<file path="src/rtl/rmii_soc_detect_pkg.sv">
// Shared POWERLINK/RMII constants, parser state encoding and the per-offset
// expected-byte lookup used by the SoC recogniser.
package rmii_soc_detect_pkg;

  localparam logic [47:0] SOC_MAC_DEF   = 48'h01111E000001;
  localparam logic [15:0] ETHERTYPE_DEF = 16'h88AB;
  localparam logic [7:0]  MSG_SOC_DEF   = 8'h01;
  localparam logic [7:0]  MN_NODE_DEF   = 8'hF0;

  localparam logic [1:0] DIBIT_ZERO = 2'b00;
  localparam logic [1:0] DIBIT_PRE  = 2'b01;
  localparam logic [1:0] DIBIT_SFD  = 2'b11;

  localparam logic [4:0] OFS_DA   = 5'd0;
  localparam logic [4:0] OFS_TYPE = 5'd12;
  localparam logic [4:0] OFS_MSG  = 5'd14;
  localparam logic [4:0] OFS_SRC  = 5'd16;

  typedef enum logic [1:0] {ST_IDLE, ST_PRE, ST_DATA, ST_DROP} state_t;

  typedef struct packed {
    logic       care;
    logic [7:0] val;
  } exp_byte_t;

  // Offsets not listed here (SA, EtherType-less bytes, byte 15) are don't-care.
  function automatic exp_byte_t expect_byte(input logic [4:0]  idx,
                                            input logic [47:0] mac,
                                            input logic [15:0] etype,
                                            input logic [7:0]  msg,
                                            input logic [7:0]  node,
                                            input logic        chk_src);
    exp_byte_t e;
    e = '{care: 1'b0, val: 8'h00};
    if (idx < OFS_DA + 5'd6)           e = '{1'b1, mac[8*(5-int'(idx)) +: 8]};
    else if (idx == OFS_TYPE)          e = '{1'b1, etype[15:8]};
    else if (idx == OFS_TYPE + 5'd1)   e = '{1'b1, etype[7:0]};
    else if (idx == OFS_MSG)           e = '{1'b1, msg};
    else if (idx == OFS_SRC)           e = '{chk_src, node};
    return e;
  endfunction

endpackage

</file>
<file path="src/rtl/rmii_soc_detect_dibit_asm.sv">
// Dibit-to-byte assembler: the byte is presented combinationally on the edge
// that samples its last dibit so the compare lands on that same edge.
module rmii_dibit_asm
  import rmii_soc_detect_pkg::*;
(
  input  logic       clk,
  input  logic       rst,
  input  logic       clr,
  input  logic       en,
  input  logic [1:0] rx,
  output logic [7:0] data,
  output logic       data_vld
);

  logic [5:0] sh;
  logic [1:0] phase;

  always_ff @(posedge clk) begin
    if (rst || clr) begin
      sh    <= '0;
      phase <= '0;
    end else if (en) begin
      sh    <= {rx, sh[5:2]};
      phase <= phase + 2'd1;
    end
  end

  assign data     = {rx, sh};
  assign data_vld = en && (phase == 2'd3);

endmodule

</file>
<file path="src/rtl/rmii_soc_detect.sv">
// RMII receive parser: preamble/SFD hunt, byte-wise POWERLINK SoC match and a
// fixed 68-clock SFD-to-SoC pulse used as the jitter controller's reference.
module rmii_soc_detect
  import rmii_soc_detect_pkg::*;
#(
  parameter logic [47:0] SOC_MAC       = SOC_MAC_DEF,
  parameter logic [15:0] ETHERTYPE     = ETHERTYPE_DEF,
  parameter logic [7:0]  MSG_SOC       = MSG_SOC_DEF,
  parameter logic [7:0]  MN_NODE       = MN_NODE_DEF,
  parameter bit          CHECK_SRC     = 1'b1,
  parameter int          MIN_PREAMBLE  = 8,
  parameter int          COUNTER_WIDTH = 32
) (
  input  logic                     clk,
  input  logic                     rst,
  input  logic                     rm_crs_dv,
  input  logic [1:0]               rm_rx_data,
  output logic                     rx_active,
  output logic                     sfd_pulse,
  output logic                     soc_det,
  output logic                     frame_err,
  output logic [COUNTER_WIDTH-1:0] soc_cnt
);

  localparam logic [7:0] MIN_PRE = 8'(MIN_PREAMBLE);

  state_t     state;
  logic       crs_prev;
  logic       hold;
  logic [7:0] pre_cnt;
  logic [4:0] byte_idx;
  logic [7:0] data;
  logic       data_vld;
  logic       carrier_end;
  logic       sfd_hit;
  logic       byte_ok;
  exp_byte_t  exp;

  // crs_dv toggles once per nibble at end of frame, so only two lows in a row end it.
  assign carrier_end = !rm_crs_dv && !crs_prev;
  assign sfd_hit     = (state == ST_PRE) && (rm_rx_data == DIBIT_SFD) && (pre_cnt >= MIN_PRE);
  assign exp         = expect_byte(byte_idx, SOC_MAC, ETHERTYPE, MSG_SOC, MN_NODE, CHECK_SRC);
  assign byte_ok     = !exp.care || (data == exp.val);

  rmii_dibit_asm u_asm (
    .clk      (clk),
    .rst      (rst),
    .clr      (sfd_hit),
    .en       (state == ST_DATA),
    .rx       (rm_rx_data),
    .data     (data),
    .data_vld (data_vld)
  );

  always_ff @(posedge clk) begin
    if (rst) begin
      state     <= ST_IDLE;
      crs_prev  <= 1'b1;
      hold      <= 1'b1;
      pre_cnt   <= '0;
      byte_idx  <= '0;
      rx_active <= 1'b0;
      sfd_pulse <= 1'b0;
      soc_det   <= 1'b0;
      frame_err <= 1'b0;
      soc_cnt   <= '0;
    end else begin
      crs_prev  <= rm_crs_dv;
      sfd_pulse <= 1'b0;
      soc_det   <= 1'b0;
      frame_err <= 1'b0;
      if (carrier_end) hold <= 1'b0;
      unique case (state)
        ST_IDLE: begin
          // After reset we may be mid-frame: skip it until the carrier has ended once.
          if (rm_crs_dv) begin
            if (hold) begin
              state     <= ST_DROP;
              rx_active <= 1'b1;
            end else if (rm_rx_data == DIBIT_PRE || rm_rx_data == DIBIT_ZERO) begin
              state     <= ST_PRE;
              rx_active <= 1'b1;
              pre_cnt   <= (rm_rx_data == DIBIT_PRE) ? 8'd1 : 8'd0;
            end
          end
        end
        ST_PRE: begin
          if (carrier_end) begin
            state     <= ST_IDLE;
            rx_active <= 1'b0;
          end else if (rm_rx_data == DIBIT_PRE) begin
            if (pre_cnt != 8'hFF) pre_cnt <= pre_cnt + 8'd1;
          end else if (rm_rx_data == DIBIT_ZERO && pre_cnt == 8'd0) begin
          end else if (sfd_hit) begin
            state     <= ST_DATA;
            sfd_pulse <= 1'b1;
            byte_idx  <= '0;
          end else begin
            state <= ST_DROP;
          end
        end
        ST_DATA: begin
          // Byte 16 completing beats a simultaneous carrier end.
          if (data_vld && byte_idx == OFS_SRC) begin
            soc_det   <= byte_ok;
            if (byte_ok) soc_cnt <= soc_cnt + COUNTER_WIDTH'(1);
            state     <= carrier_end ? ST_IDLE : ST_DROP;
            rx_active <= !carrier_end;
          end else if (carrier_end) begin
            frame_err <= 1'b1;
            state     <= ST_IDLE;
            rx_active <= 1'b0;
          end else if (data_vld) begin
            if (byte_ok) byte_idx <= byte_idx + 5'd1;
            else         state    <= ST_DROP;
          end
        end
        ST_DROP: begin
          if (carrier_end) begin
            state     <= ST_IDLE;
            rx_active <= 1'b0;
          end
        end
        default: begin
          state     <= ST_IDLE;
          rx_active <= 1'b0;
        end
      endcase
    end
  end

endmodule

</file>
<file path="config.mk">
export PLATFORM = sky130hd
export DESIGN_NAME = rmii_soc_detect
export DESIGN_NICKNAME = d
export VERILOG_FILES = /design/src/rtl/rmii_soc_detect_pkg.sv /design/src/rtl/rmii_soc_detect_dibit_asm.sv /design/src/rtl/rmii_soc_detect.sv
export SDC_FILE = /design/constraint.sdc
export NUM_CORES = 1
export LEC_CHECK = 0
export BUFFER_PORTS_ARGS = -buffer_cell sky130_fd_sc_hd__buf_2
export CAP_MARGIN = 20
export CORE_AREA = 2 2 90 92
export CTS_BUF_LIST = sky130_fd_sc_hd__clkbuf_8
export CTS_CLUSTER_SIZE = 24
export DETAILED_ROUTE_END_ITERATION = 12
export DIE_AREA = 0 0 92 94
export PLACE_DENSITY_LB_ADDON = 0.12
export SKIP_CTS_REPAIR_TIMING = 1
export SLEW_MARGIN = 20
export SYNTH_ARGS = -nofsm -noshare
export SYNTH_HDL_FRONTEND = slang
export SYNTH_SLANG_ARGS = --single-unit
</file>
<file path="constraint.sdc">
create_clock -name clk -period 3.19 [get_ports clk]
set_input_delay 0.1595 -clock clk [delete_from_list [all_inputs] [get_ports clk]]
set_output_delay 0.1595 -clock clk [all_outputs]
set_load 0.01 [all_outputs]
</file>
==> After elaboration in Yosys (flattened, before gate mapping) <==
Cells that the tools add are included.
{ "op_classes": {"reduce_logical": 27, "n_addsub": 5, "mux": 44, "eq_ne": 31, "shifts": 1, "order_cmp": 2, "n_bitwise": 3} }
{ "op_table": {"columns": ["operator", "n"], "rows": [
  ["2-to-1 mux 8 bit", 6],
  ["indexed part select 48 x 9 -> 8 bit, first input constant", 1],
  ["2-to-1 mux 9 bit", 5],
  ["2-to-1 mux 5 bit", 8],
  ["adder 32 x 1 -> 32 bit, second input constant", 1],
  ["2-to-1 mux 2 bit", 12],
  ["!= test 2 bit, second input constant", 11],
  ["one-hot mux 8 bit (2 select lines)", 1],
  ["== test 5 x 4 -> 1 bit, second input constant", 3],
  ["AND reduction 7 bit", 2],
  ["one-hot mux 5 bit (2 select lines)", 1],
  ["2-to-1 mux 1 bit", 9],
  ["!= test 3 bit, second input constant", 3],
  ["AND reduction 9 bit", 1],
  ["adder 8 x 1 -> 8 bit, second input constant", 1],
  ["== test 2 bit, second input constant", 4],
  ["== test 8 bit", 1],
  [">= comparator 8 x 4 -> 1 bit, second input constant", 1],
  ["zero test 8 bit", 1],
  ["!= test 4 bit, second input constant", 2],
  ["!= test 8 bit, second input constant", 1],
  ["one-hot mux 2 bit (4 select lines)", 1],
  ["logical AND 1 bit", 6],
  ["!= test 2 x 1 -> 1 bit, second input constant", 3],
  ["other kinds (17)", 28]
]} }
{ "totals": {"out_inout_bits": 36, "elab_cells": 125, "register_bits": 61, "inputBits": 5} }

==> Logic depth before layout (Yosys ltp) <==
Gate-level depths: netlist (run 1).
{ "depth": {"word_depth": 13, "ltp_mapped": 13, "depth_no_buf": 9} }

==> By module <==
Synthesis (run 1) repeated with hierarchy kept, for this count alone.
{ "unflattened": {"cells_unflattened": 401, "hier_area_um2": 3449.6} }
{ "by_module_without_submodules": {"columns": ["mod", "n_inst", "seq_area_each_um2", "cells_per_inst", "area_per_inst_um2"], "rows": [
  ["rmii_soc_detect", 1, 1061.0, 370, 3121.7],
  ["rmii_dibit_asm", 1, 160.2, 31, 327.8]
]} }

==> Worst setup path after synthesis (run 1) <==
OpenSTA, ideal clock, no wires.
{ "synth_path": {"path_kind": "register -> register", "start": "register byte_idx[0]", "end": "register soc_cnt[1]", "synth_period_minus_slack_ns": 2.861, "n_path_buf": 1, "t_arrival_ns": 2.733, "slack_ns": 0.329, "stages_incl_launch_ff": 11, "required_time_ns": 3.062, "setup_ns": 0.128, "path_cell_list": "dfxtp_1 > inv_1 > ha_1 > and4bb_1 > a32oi_1 > a221o_1 > or4_1 > buf_2 > or4_4 > mux2i_1 > nor2_1"} }
{ "synth_between": {"elab_chain_cells": 9, "elab_cells_between_ends": 17, "classes_between": "add/sub: 1; order compare: 1; eq/ne: 5; shift: 1; mux: 5; reduce/logical: 4"} }
{ "synth_lines": {"columns": ["item", "line_no", "text"], "rows": [
  ["start, declared", "rmii_soc_detect.sv:31", "logic [4:0] byte_idx;"],
  ["start signal, assigned", "rmii_soc_detect.sv:114", "if (byte_ok) byte_idx <= byte_idx + 5'd1;"],
  ["branches (longest 8 deep; another with subtractor 3 x 5 -> 6 bit)", null, null],
  ["AND reduction 3 bit (no source line) (*)", null, null],
  ["end signal, assigned", "rmii_soc_detect.sv:106", "if (byte_ok) soc_cnt <= soc_cnt + COUNTER_WIDTH'(1);"],
  ["end, declared", "rmii_soc_detect.sv:22", "output logic [COUNTER_WIDTH-1:0] soc_cnt"]
]} }
Every way passes the cells marked *.
A chain may end at the register's enable or synchronous reset.

==> Final worst setup path (run 1) <==
{ "layout_path": {"start": "register byte_idx[1]", "end": "register soc_cnt[13]"} }
The elaborated chain is that of the path after synthesis.

==> metrics, run 1 <==
status completed; Critical Path Sink Type register; Syn Std Cell Area about 3300 µm²; worst reg-to-reg setup slack between 0.1 and 0.15 ns; top_reg_cell synth dfxtp_1; Syn Nets between 400 and 500; share of post-route cells with drive strength above 1 0.209; crit share post-route 0.961; CTS Buffer Depth 2; CTS tree yes; Worst R2R Start byte_idx[1]; pwr dens about 470 nW/µm²; min Tclk post-route ~3 ns; vias per cell 5.34; worst-path maximum fanout 30; #FFs+latches synth 61; Hold Path Sink crs_prev; Worst Hold Class in2reg; largest net degree at the start of global routing just over 40; RR Endpoint soc_cnt[13]; clock slew at reported path FFs around 0.070 ns; setup TNS 0 ns; First DRT Iteration DRCs between 80 and 90; Worst-Skew Late Latency 0.33 ns; Die Wd roughly 90 µm; placed cell areas ~3600 µm²; final setup violation count 0; register area share after synthesis 0.372; DR WL/cell 13.8 µm; fmax 326 MHz; startpoint types register; Max Slew Vio Count 0; Leakage around 1.4 nW; htree depth 3; core area between 7000 and 8000 µm²; initial antenna violation count 0; CTS Buf Count 9; highest-count cells in the layout ignoring fill and taps dfxtp_1 (61), nor2_1 (57), buf_2 (40); peak supply drop 0.264 mV; first-pass GRT wire length ~12 mm; vias in the first global route 2,625; number of synthesized flops with an enable pin 0; Synth Instances between 300 and 400; starting density of the core 0.432; Synth area leaders dfxtp_1 (37%), xnor2_1 (8.0%), nor2_1 (6.5%); Congestion Overflow GR 0; HPWL Detailed 5.22 mm; RSZ-0062 raised after global routing no; Syn Area/Cell about 8.4 µm²; DR vias between 2,000 and 3,000; CP max stage delay about 0.47 ns; Design Area, Final ~3800 µm²; Worst Clk Skew 0.00826 ns; Detailed Route WL approximately 7.4 mm; final net count 445; clock sinks 61; drt first pass iters 4; FP Rows 32; RePlAce Congestion around 0.84; DRC Markers 0; Max stage delay cell, worst path or4_4; YS warnings 0; leading area contributor after synthesis dfxtp_1; worst hold path depth 2; Port Buffers 40; DIE AREA 8650 µm²; CP required between 3 and 4 ns; n_diodes 0; Critical Path, Cell by Cell inv_1, ha_1, and4bb_1, a32oi_1, a221o_1, or4_4, buf_12, nor3_2, nand3_1, mux2_1; Yosys cell types around 60; final hold violations 0; relative slew slack 0.499; top cell type's share of synthesized area 0.372; ANT nets after route 0; maxcap violations 0; GRT Total Usage 0.175; FFs w/ async S/R, synth 0; Top Ports 41; Layout area overhead 15.8%; Root Driver clkbuf_8; hold_sp rm_crs_dv; most common cell after layout, fill and taps aside dfxtp_1; Slew @ Worst Pin 0.751 ns; critical path class reg2reg; arrival time at the worst endpoint between 3 and 4 ns; total power between 1.5 and 2 mW; cell depth of the worst flop-to-flop path 10; die height roughly 94 µm
cell families after synthesis:
kind of cell             after synthesis  synth area share
flip-flops                            61             0.372
XOR/XNOR                              37            0.0987
AND/OR/NAND/NOR                      205             0.349
adder cells (fa/ha/maj)                9            0.0343
AO/OA/AOI/OAI                         45            0.0945
buffers and inverters                 29            0.0385
multiplexers                           4            0.0126
layout make-up:
cell class                 count  area (µm²)
clock buffer                  10         138
tap                          102         128
clock inverter                 6        61.3
fill                         775        3810
multi-input combinational    300        1940
timing repair buffer          48         273
sequential                    61        1220
inverter                      11        41.3
through the flow:
| step | util | std cells | worst slack (ns) | hold WS (ns) |
|---|---|---|---|---|
| 6_report | 0.500 | 538 | 0.125 | 0.0908 |
| 5_1_grt | 0.500 | 538 | 0.00200 | 0.102 |
| 4_1_cts | 0.499 | 538 | 0.0425 | 0.0810 |
| 3_5_place_dp | 0.473 | 522 | 0.0547 | 0.438 |
| 3_3_place_gp | 0.473 | 522 | 0.195 | 0.435 |
| 2_1_floorplan | - | 390 | 0.329 | 0.280 |
per-layer routing:
| layer | vias up | GRT usage | wire length [µm] |
|---|---|---|---|
| li1 | 1465 | - | - |
| met1 | 1359 | 0.232 | 3750 |
| met2 | 41 | 0.284 | 3350 |
| met3 | 10 | 0.0321 | 203 |
| met4 | 0 | 0.0684 | 109 |
| met5 | - | 0 | 0 |
sequential cells by signal, summed over array words and instances (netlist names):
| name | count |
|---|---|
| soc_cnt | 32 |
| u_asm.sh | 6 |
| soc_det | 1 |
| state | 2 |
| hold | 1 |
| rx_active | 1 |
| pre_cnt | 8 |
| byte_idx | 5 |
| sfd_pulse | 1 |
| u_asm.phase | 2 |
| crs_prev | 1 |
| frame_err | 1 |
worst max-delay path by stage:
| stage | startpoint | to | slack [ns] |
|---|---|---|---|
| after global routing | byte_idx[1] | soc_cnt[13] | 0.002 |
| after CTS | byte_idx[1] | soc_cnt[13] | 0.04 |
| after global placement | byte_idx[1] | soc_cnt[13] | 0.19 |
| after floorplan | byte_idx[0] | soc_cnt[1] | 0.33 |
| after detailed placement | byte_idx[1] | soc_cnt[13] | 0.05 |
| final | byte_idx[1] | soc_cnt[13] | 0.13 |
power breakdown:
group,internal (mW),total [mW],switching (mW),leakage [nW]
Combinational,0.0891,0.220,0.131,0.830
Clock,0.381,0.697,0.316,0.102
Sequential,0.799,0.863,0.0643,0.493
Total,1.27,1.78,0.511,1.43
synthesized netlist by cell type, types with 3 or more instances:
library cell and n:
dfxtp_1 61, nor2_1 57, nand2_1 39, xnor2_1 30
nand3_1 18, nand4_1 16, a21oi_1 15, clkbuf_1 14
nor3_1 12, inv_1 11, nor3_2 11, ha_1 9
xor2_1 7, and3_1 6, nor4_2 6, a211o_1 4
nand2b_1 4, nor3b_1 4, or2_2 4, a211oi_1 3
mux2i_1 3, nor2b_1 3, nor4_1 3, o211ai_1 3
o21ai_1 3, or3_1 3, or4_1 3
worst max-delay path, delay by kind of cell, from the launching register on:
| kind | cells | cell delay (ns) |
|---|---|---|
| muxes | 1 | 0.31 |
| adders and majority gates | 1 | 0.21 |
| AOI/OAI and AO/OA | 2 | 0.49 |
| buffers and inverters | 2 | 0.32 |
| DFF | 1 | 0.43 |
| and+or+nand+nor | 4 | 1.15 |
No activity file was read; power rests on OpenSTA's default activity.
==> run 2, diff against run 1 <==
GPL_TIMING_DRIVEN = 0   (was default)
==> run 2 against run 1 <==
Against the previous run: sequential power decreased by 3.7%; combinational power grew 17%; clock power rose by 9.2%; sequential share of layout area down 0.57 points; fmax up 0.53%; die area unchanged; register-to-register slack improved by 0.02 ns; worst setup slack improved by 0.016 ns; largest power group unchanged.
==> metrics, run 2 (same netlist as run 1, synthesis figures left out) <==
First DRT Iteration DRCs 173 (was 83); CTS Buffer Depth 2 (unchanged); Port Buffers 39 (was 40); Critical Path Sink Type register (unchanged); Die Wd 92 µm (unchanged); CTS Buf Count 9 (unchanged); highest-count cells in the layout ignoring fill and taps dfxtp_1 (59), nor2_1 (57), buf_2 (41) (was dfxtp_1 (61), nor2_1 (57), buf_2 (40)); met1 usage 0.257 (was 0.232); most common cell after layout, fill and taps aside dfxtp_1 (unchanged); Worst Clk Skew 0.00849 ns (was 0.00826 ns); vias in the first global route 2,699 (was 2,625); final setup violation count 0 (unchanged); DIE AREA 8650 µm² (unchanged); DR WL/cell 14.4 µm (was 13.8 µm); first-pass GRT wire length 13.1 mm (was 12.3 mm); RePlAce Congestion 0.779 (was 0.841); Max stage delay cell, worst path or4_4 (unchanged); worst slack at placement -0.0134 ns (was 0.0547 ns); Layout area overhead 18.1% (was 15.8%); Max Slew Vio Count 0 (unchanged); Worst R2R Start byte_idx[0] (was byte_idx[1]); critical path class reg2reg (unchanged); share of post-route cells with drive strength above 1 0.210 (was 0.209); WHS 0.103 ns (was 0.0908 ns); biggest regs soc_cnt (32), pre_cnt (8), u_asm.sh (6) (unchanged); peak supply drop 0.244 mV (was 0.264 mV); n_diodes 0 (unchanged); GR peak layer met2 (unchanged); Detailed Route WL 7.90 mm (was 7.40 mm); hold_sp rm_crs_dv (unchanged); HPWL Detailed 5.49 mm (was 5.22 mm); area of the multi-input gates 1970 µm² (was 1940 µm²); largest net degree at the start of global routing 11 (was 41); crit share post-route 0.956 (was 0.961); CP required 3.41 ns (about the same); arrival time at the worst endpoint 3.27 ns (was 3.28 ns); met2 global-route usage 0.299 (was 0.284); final net count 457 (was 445); Largest register FFs 32 (unchanged); worst-path maximum fanout 8 (was 30); clock sinks 61 (unchanged); core area 7610 µm² (unchanged); Worst Setup SP byte_idx[0] (was byte_idx[1]); Congestion Overflow GR 0 (unchanged); pwr dens 477 nW/µm² (was 468 nW/µm²); vias per cell 5.25 (was 5.34); DRC Markers 0 (unchanged); Worst-Skew Late Latency 0.34 ns (was 0.33 ns); Non-Filler Instances 549 (was 538); fmax 328 MHz (was 326 MHz); Leakage 1.43 nW (about the same); FP Rows 32 (unchanged); Worst Hold Class in2reg (unchanged); maxcap violations 0 (unchanged); grt met3 use 0.0393 (was 0.0321); htree depth 3 (unchanged); CP max stage delay 0.52 ns (was 0.47 ns); Slew @ Worst Pin 0.649 ns (was 0.751 ns); CTS tree yes (unchanged); relative slew slack 0.565 (was 0.499); min Tclk post-route 3.05 ns (was 3.06 ns); setup TNS 0 ns (unchanged); DP Cell Count 531 (was 522); ANT nets after route 0 (unchanged); FILL cells 748 (was 775); largest reg by FF count soc_cnt (unchanged); Final WS setup 0.141 ns (was 0.125 ns); initial antenna violation count 0 (unchanged); starting density of the core 0.432 (unchanged); Top Ports 41 (unchanged); final hold violations 0 (unchanged); Critical Path, Cell by Cell inv_1, ha_2, and4bb_2, a32oi_1, a221o_1, or4_1, buf_2, or4_4, mux2i_1, nor2_1 (was inv_1, ha_1, and4bb_1, a32oi_1, a221o_1, or4_4, buf_12, nor3_2, nand3_1, mux2_1); Root Driver clkbuf_8 (unchanged); status completed (unchanged); GRT Total Usage 0.191 (was 0.175); clock slew at reported path FFs 0.07 ns (about the same); Sequential Area 1220 µm² (about the same); DR vias 2,882 (was 2,875); startpoint types register (unchanged); drt first pass iters 4 (unchanged); die height 94 µm (unchanged)
## run 2: cell count changes in the layout (fill, tap and decap cells not counted), moves of 2 or more
| cell | change |
|---|---|
| clkinv_2 | -2 |
| dfxtp_1 | -2 |
| buf_4 | -4 |
| dfxtp_2 | +2 |
| ha_1 | -2 |
| clkbuf_2 | +2 |
| buf_6 | +2 |
| clkbuf_1 | +12 |
## run 2: where the power goes
| part | internal, mW | switching (mW) | total (mW) |
|---|---|---|---|
| Sequential | 0.799 | 0.0322 | 0.831 |
| Clock | 0.453 | 0.308 | 0.761 |
| Combinational | 0.0907 | 0.166 | 0.257 |
| Total | 1.34 | 0.506 | 1.85 |
## run 2: cell type report
| cell class | instances | area share |
|---|---|---|
| buffer | 18 | 0.0226 |
| sequential | 61 | 0.316 |
| clock inverter | 5 | 0.0197 |
| inverter | 11 | 0.0106 |
| clock buffer | 10 | 0.0355 |
| tap | 102 | 0.0329 |
| multi-input combinational | 300 | 0.507 |
| timing repair buffer | 42 | 0.0561 |
## run 2: worst paths after layout
path,to,slack [ns],cells past startpoint
min,crs_prev,0.10,2
min reg2reg,frame_err,0.45,1
max,soc_cnt[1],0.14,10
max reg2reg,soc_cnt[1],0.14,10
## run 2: layer usage
| metal | vias to the layer above | wire, µm |
|---|---|---|
| li1 | 1486 | - |
| met1 | 1342 | 3940 |
| met2 | 41 | 3610 |
| met3 | 13 | 239 |
| met4 | 0 | 122 |
| met5 | - | 0 |
## run 2: metrics by stage
stage / instance area [µm²] / total power, mW / utilization
6_report: 3880 / 1.85 / 0.510
2_1_floorplan: 3280 / 1.03 / -
3_3_place_gp: 3610 / 1.10 / 0.474
3_5_place_dp: 3610 / 1.10 / 0.474
5_1_grt: 3880 / 1.95 / 0.510
4_1_cts: 3820 / 1.87 / 0.502
## run 2: worst max-delay path, delay by kind of cell (launching register included)
family | cells | cell delay, ns
muxes | 1 | 0.16
buffers and inverters | 2 | 0.32
DFF | 1 | 0.42
AOI/OAI and AO/OA | 2 | 0.45
and+or+nand+nor | 4 | 1.32
adders and majority gates | 1 | 0.24
